$ cat src/rtl/regfile_wr_arbiter.sv
// regfile_wr_arbiter
//   Shares the register-file write port (WE3/WA3/WD3) between two writeback
//   requesters: A (ALU result) and B (load data). Both use valid/ready.
//   After reset, an init sweep writes zero to registers 1..2^AW-1, and only
//   then are requesters served. All port outputs are registered. A request is
//   accepted in the cycle its ready is high and is issued on the port in the
//   next cycle. Register 0 is never written.
//
//   Build option: REGARB_FIXED_PRIO_EN
//     undefined : ties are broken round-robin (A wins the first tie after reset)
//     defined   : A always wins ties and B may starve while a_valid stays high
//
//   state | meaning
//   ------+-----------------------------------------------------------------
//   INIT  | zeroing sweep in progress; one write per cycle to init_cnt;
//         | both requesters are held off (ready low)
//   RUN   | normal arbitration; one accepted request per cycle

module regfile_wr_arbiter #(
  parameter int AW = 5,
  parameter int DW = 32
) (
  input  logic          clk,
  input  logic          reset,
  input  logic          a_valid,
  input  logic [AW-1:0] a_addr,
  input  logic [DW-1:0] a_data,
  output logic          a_ready,
  input  logic          b_valid,
  input  logic [AW-1:0] b_addr,
  input  logic [DW-1:0] b_data,
  output logic          b_ready,
  output logic          WE3,
  output logic [AW-1:0] WA3,
  output logic [DW-1:0] WD3,
  output logic          init_done
);

  typedef enum logic {
    INIT = 1'b0,
    RUN  = 1'b1
  } state_t;

  localparam logic [AW-1:0] LAST_REG = {AW{1'b1}};
  localparam logic [AW-1:0] ONE      = {{(AW-1){1'b0}}, 1'b1};
  localparam logic [AW-1:0] ZERO     = {AW{1'b0}};

  state_t        state;
  logic [AW-1:0] init_cnt;

  logic          in_run;
  logic          a_xfer;
  logic          b_xfer;

  assign in_run = (state == RUN);

`ifdef REGARB_FIXED_PRIO_EN

  // Fixed priority: A wins every tie; B is served only when A is idle.
  always_comb begin
    a_ready = in_run && a_valid;
    b_ready = in_run && b_valid && !a_valid;
  end

`else

  // 1 = B received the most recent grant, so A wins the next tie.
  logic last_b;

  // Round-robin: on a tie the requester that did not win last time is served.
  always_comb begin
    a_ready = in_run && a_valid && (!b_valid || last_b);
    b_ready = in_run && b_valid && (!a_valid || !last_b);
  end

  // Remember the winner of every transfer, including register-0 writes.
  always_ff @(posedge clk) begin
    if (reset) begin
      last_b <= 1'b1;
    end else if (a_xfer) begin
      last_b <= 1'b0;
    end else if (b_xfer) begin
      last_b <= 1'b1;
    end
  end

`endif

  assign a_xfer = a_valid && a_ready;
  assign b_xfer = b_valid && b_ready;

  // Sweep/arbitration state machine driving the registered write port.
  always_ff @(posedge clk) begin
    if (reset) begin
      state     <= INIT;
      init_cnt  <= ONE;
      WE3       <= 1'b0;
      WA3       <= ZERO;
      WD3       <= {DW{1'b0}};
      init_done <= 1'b0;
    end else begin
      case (state)
        INIT: begin
          WE3 <= 1'b1;
          WA3 <= init_cnt;
          WD3 <= {DW{1'b0}};
          if (init_cnt == LAST_REG) begin
            // Last sweep write issues now; the counter is left parked.
            state     <= RUN;
            init_done <= 1'b1;
          end else begin
            init_cnt <= init_cnt + ONE;
          end
        end
        RUN: begin
          if (a_xfer) begin
            // Register 0 is accepted but silently dropped; port keeps old addr/data.
            WE3 <= (a_addr != ZERO);
            if (a_addr != ZERO) begin
              WA3 <= a_addr;
              WD3 <= a_data;
            end
          end else if (b_xfer) begin
            WE3 <= (b_addr != ZERO);
            if (b_addr != ZERO) begin
              WA3 <= b_addr;
              WD3 <= b_data;
            end
          end else begin
            WE3 <= 1'b0;
          end
        end
        default: begin
          state <= INIT;
          WE3   <= 1'b0;
        end
      endcase
    end
  end

endmodule

$ cat config.mk
export PLATFORM = sky130hd
export DESIGN_NAME = regfile_wr_arbiter
export DESIGN_NICKNAME = d
export VERILOG_FILES = /design/src/rtl/regfile_wr_arbiter.sv
export SDC_FILE = /design/constraint.sdc
export NUM_CORES = 1
export LEC_CHECK = 0
export ABC_AREA = 1
export BUFFER_PORTS_ARGS = -buffer_cell sky130_fd_sc_hd__buf_2
export CAP_MARGIN = 5
export CORE_MARGIN = 10
export CORE_UTILIZATION = 35
export DETAILED_ROUTE_END_ITERATION = 8
export SLEW_MARGIN = 20
export SYNTH_ARGS = -nofsm -noshare
export SYNTH_HDL_FRONTEND = slang
export SYNTH_SLANG_ARGS = --single-unit
$ cat constraint.sdc
create_clock -name clk -period 1.85 [get_ports clk]
set_clock_uncertainty 0.15 [all_clocks]
set_input_delay 0.0925 -clock clk [delete_from_list [all_inputs] [get_ports clk]]
set_output_delay 0.0925 -clock clk [all_outputs]
set_load 0.01 [all_outputs]
Word level (Yosys, flattened, before mapping)
Index checks and enable logic that the tools add are counted.

storage, ports and cells
  memory bits (writable) = 0
  word-level logic and storage cells = 48
  output and inout port bits = 41
  memory bits (read-only) = 0
  memories kept = 0
  register bits = 46
  bits in latches = 0

cells by class
  reduce and logical (&&, ||, !) cells = 17
  divide/modulo/power cells = 0
  shifts and indexed selects = 0
  $lt $le $gt $ge = 0
  $mul = 0
  equality and inequality tests = 4
  mux-type cells = 17
  bitwise operators = 2
  add/subtract/negate cells = 1

operator list
  cell                   count
  $mux W32               4
  $pmux W32 S2           1
  $mux W5                4
  $pmux W5 S2            1
  $reduce_bool A5 Y1     2
  $logic_and A1 B1 Y1    6
  $mux W1                6
  $ne A3 B1 Y1 const B   2
  $add A5 B1 Y5 const B  1
  $eq A5 B5 Y1 const B   1
  $reduce_and A2 Y1      2
  $logic_not A1 Y1       3
  $ne A3 B2 Y1 const B   1
  $reduce_and A3 Y1      1
  $logic_or A1 B1 Y1     2
  $not A1 Y1             2
  $pmux W1 S2            1
  $reduce_bool A2 Y1     1

Logic depth before layout (Yosys ltp)
  depth in word-level cells = 7
  gate-level depth with buffers = 9
  depth with buffers taken out = 9

Worst setup path after synthesis
Ideal clock, no wire load.

  kind = reg-to-reg
  start = register init_cnt[0]
  end = register init_cnt[3]
  slack = 0.172 ns
  stages on the path, launching flop included = 9
  arrival = 1.409 ns
  data required time = 1.581 ns
  setup time = 0.119 ns
  path through = dfxtp_1 > ha_1 > nand2_1 > nor2_1 > ha_1 > nor2_1 > nand4_1 > o21ai_0 > a21oi_1

on the way
  cells in the longest elaborated chain, start to end = 3

RTL lines
  what                                                                   line  text
  start: declaration                                                     49    logic [AW-1:0] init_cnt;
  start signal: assignment                                               112   init_cnt <= init_cnt + ONE;
  parallel branches: the longest is 3 deep, another holds $add A5 B1 Y5  --

Parallel ways; which one is timed is not known.
A chain may end at the register's enable or synchronous reset.

Final worst setup path
  start = register state, in the netlist in_run
  end = output a_ready

on the way
  cells in the longest elaborated chain, start to end = 2

RTL lines
  what                              line  text
  start: declaration                48    state_t state;
  start signal: assignment          95    state <= INIT;
  start signal: assignment          109   state <= RUN;
  start signal: assignment          134   state <= INIT;
  $logic_and A1 B1 Y1 (2 in a row)  72    a_ready = in_run && a_valid && (!b_valid || last_b);
  end: declaration                  28    output logic a_ready,

No other way between the ends.

==> run_results.csv <==
group,metric,value,unit
clock_tree,cts_root_buffer,"clkbuf_8",
sta,max_slew_margin,71.0,%
yosys,yosysUniqueCellTypes,23,
clock_tree,cts_buffers,5,
route,detail_route.wl_per_cell,12.7,µm
pwr,p_leak,2.14,nW
final_layout,fillCellCount,763,
clock_tree,clock_path_buffers,2,
yosys,synthCells,447,
placement,numPortBuffers,118,
pwr,p_sw_share,23.0,%
pwr,netSwitchingPower,0.465,mW
clock_tree,cts.clk_slew.worst_paths,0.09,ns
sta,setup_viol,0,
final_layout,final_cells,699,
critical_path,crit_path_cell_trace,"nand2_1 > a21oi_4 > buf_4 > buf_2",
yosys,syn_area,2660,µm²
final_layout,layout-drive-gt1-share,24.3,%
yosys,yosysTopAreaCell,"dfxtp_1",
final_layout,final_cell_mix,"nand2_1, buf_2, nor2_1, inv_1, dfxtp_1",
pwr,p_int,1.56,mW
placement,gp_congestion,0.870,
sta,maxSlewViolCount,0,
global_routing,antenna_found_initial,0,
clock_tree,cts_tree,"yes",
yosys,yosysSeqAreaShare,34.7,%
route,drt-total-wl,8.86,mm
route,antenna_left,0,
pwr,power_frac_clock,36.7,%
min_path,worstHoldPathType,"in2reg",
sta,hold_viol_final,0,
critical_path,crit_fanout,18,
final_layout,nets,679,
critical_path,cpMaxStageDelayCell,"dfxtp_2",
yosys,synth.area.top_cells,"dfxtp_1, nand2_1, nor2_1",
status,status,"finished, final reports clean",
floorplanning,die_x,107,µm
yosys,synth_edf_count,0,
critical_path,cp-end-kind,"primary output",
flow_run,cap_violations,0,
global_routing,grt_max_degree,43,
sta,period_needed,1.68,ns
final_layout,fin_area,3820,µm²
final_layout,final_common_cell,"nand2_1",
route,dr.pass1.iters,4,
floorplanning,pin_count,119,
critical_path,path_class,"reg2out",
clock_tree,insertion_delay,0.30,ns
yosys,syn_avg_cell_area,5.94,µm²
placement,post-dp-hpwl,6.11,mm
floorplanning,start_util,36.2,%
placement,place_inst,652,
sta,fmax,595,MHz
pwr,ir_drop,0.000463,V
critical_path,slowest_delay,0.37,ns
yosys,ys_warn_count,0,
global_routing,grt_pass1_vias,3055,
critical_path,start_kind,"flip-flop",
yosys,synth_top_flop_cell,"dfxtp_1",
floorplanning,die_area,11500,µm²
pwr,p_comb_share,12.9,%
floorplanning,core_area,7330,µm²
yosys,ys_async_sr_fraction,0,%
final_layout,n_antenna_cell,0,
yosys,synth_top_area_share,34.7,%
route,vias,3081,
pwr,p_total,2.02,mW
route,drt_iter0_markers,90,
final_layout,area_growth,43.8,%
pwr,p_per_area,530,nW/µm²
clock_tree,clock_sinks,46,
critical_path,critPathArrivalTime,1.44,ns
floorplanning,rows,31,
clock_tree,post_cts_resized,0,
clock_tree,cts_htree_levels,2,
route,drc,0,
route,vias_per_cell,4.41,
sta,fin_crit_sh,90.8,%
global_routing,grt_pass1_wl,14.6,mm
sta,timing.setup.tns,0,ns
global_routing,grt-ovfl-total,0,
pwr,seq_power_share,50.3,%
yosys,mappedNetlistNets,527,
floorplanning,fp.dieH,107,µm
sta,rsz0062_at_grt,"false",
yosys,ys_ff_latch,46,
global_routing,grt_usage,15.2,%
placement,placed_area,3320,µm²
sta,worstMarginPinSlew,0.435,ns
critical_path,worstPathRequired,1.61,ns
repair_timing:
item,CTS,global route
endpoints found under the hold margin,23,0
hold buffers,39,0
setup buffers,0,0
logic make-up (layout without fill, tap and decap cells):
group,count (synthesis),in the layout,synth area share [%]
and+or+nand+nor,303,303,47.6
xor gates and xnor gates,2,2,0.660
buffers and inverters,86,239,14.0
AOI/OAI and AO/OA,8,8,2.07
DFF,46,46,34.7
adders and majority gates,2,2,0.942
synth_stat cells, types with 3 or more instances:
cell,count
inv_1,62
nand3b_1,4
nor2_1,90
nand3_1,22
buf_2,6
o21ai_0,4
nand2_1,156
nand2_2,3
dfxtp_1,46
nand4_1,25
buf_4,3
buf_6,4
clkbuf_1,8
registers in the layout, indices dropped and copies added (netlist names):
register	count
WA3	5
WD3	32
WE3	1
in_run	1
init_cnt	5
init_done	1
last_b	1
worst max-delay path, delay by kind of cell (launching register included):
kind / cells / cell delay, ns
AOI/OAI and AO/OA: 1 / 0.20
buffers and inverters: 2 / 0.46
DFF: 1 / 0.37
and+or+nand+nor: 1 / 0.11
worst paths after layout:
| kind | start | end | slack [ns] | cells past startpoint |
|---|---|---|---|---|
| worst max-delay path | in_run$_SDFF_PP0_ | a_ready | 0.17 | 4 |
| worst min-delay path | a_valid | last_b$_SDFFE_PP1P_ | 0.02 | 4 |
| worst max register to register | init_cnt[0]$_SDFFE_PP1P_ | init_cnt[3]$_SDFFE_PP0P_ | 0.21 | 9 |
| worst min register to register | init_done$_SDFFE_PP0P_ | init_done$_SDFFE_PP0P_ | 0.32 | 2 |
power by group through the flow:
stage	Clock, mW	Combinational [mW]	Sequential, mW
floorplan	0	0.0827	1.04
global placement	0	0.194	1.04
detailed placement	0	0.194	1.04
CTS	0.774	0.258	1.02
global route	0.812	0.297	1.02
finish	0.743	0.261	1.02
through the flow:
stage	hold slack [ns]	setup slack [ns]	utilization [%]
2_1_floorplan	0.0149	0.172	-
3_3_place_gp	0.199	0.244	45.3
3_5_place_dp	0.194	0.224	45.3
4_1_cts	0.0226	0.158	52.1
5_1_grt	0.0498	0.0556	52.1
6_report	0.0241	0.171	52.1
per-layer routing:
layer | up-vias | part of all wire (%) | routed length, µm | global-route usage (%)
li1 | 1651 | - | - | -
met5 | - | 0 | 0 | 0
met1 | 1339 | 43 | 3820 | 17.6
met4 | 0 | 1.4 | 124 | 4.55
met3 | 10 | 6.2 | 550 | 4.37
met2 | 81 | 49 | 4370 | 26.3
cell type report:
class | instances | area [µm²] | share of cell area [%]
Multi-Input combinational cell | 315 | 1360 | 35.7
Timing Repair Buffer | 168 | 1060 | 27.9
Sequential cell | 46 | 922 | 24.2
Inverter | 63 | 236 | 6.19
Tap cell | 99 | 124 | 3.24
Clock buffer | 5 | 68.8 | 1.80
Clock inverter | 3 | 40.0 | 1.05
(Power assumes the default switching activity.)
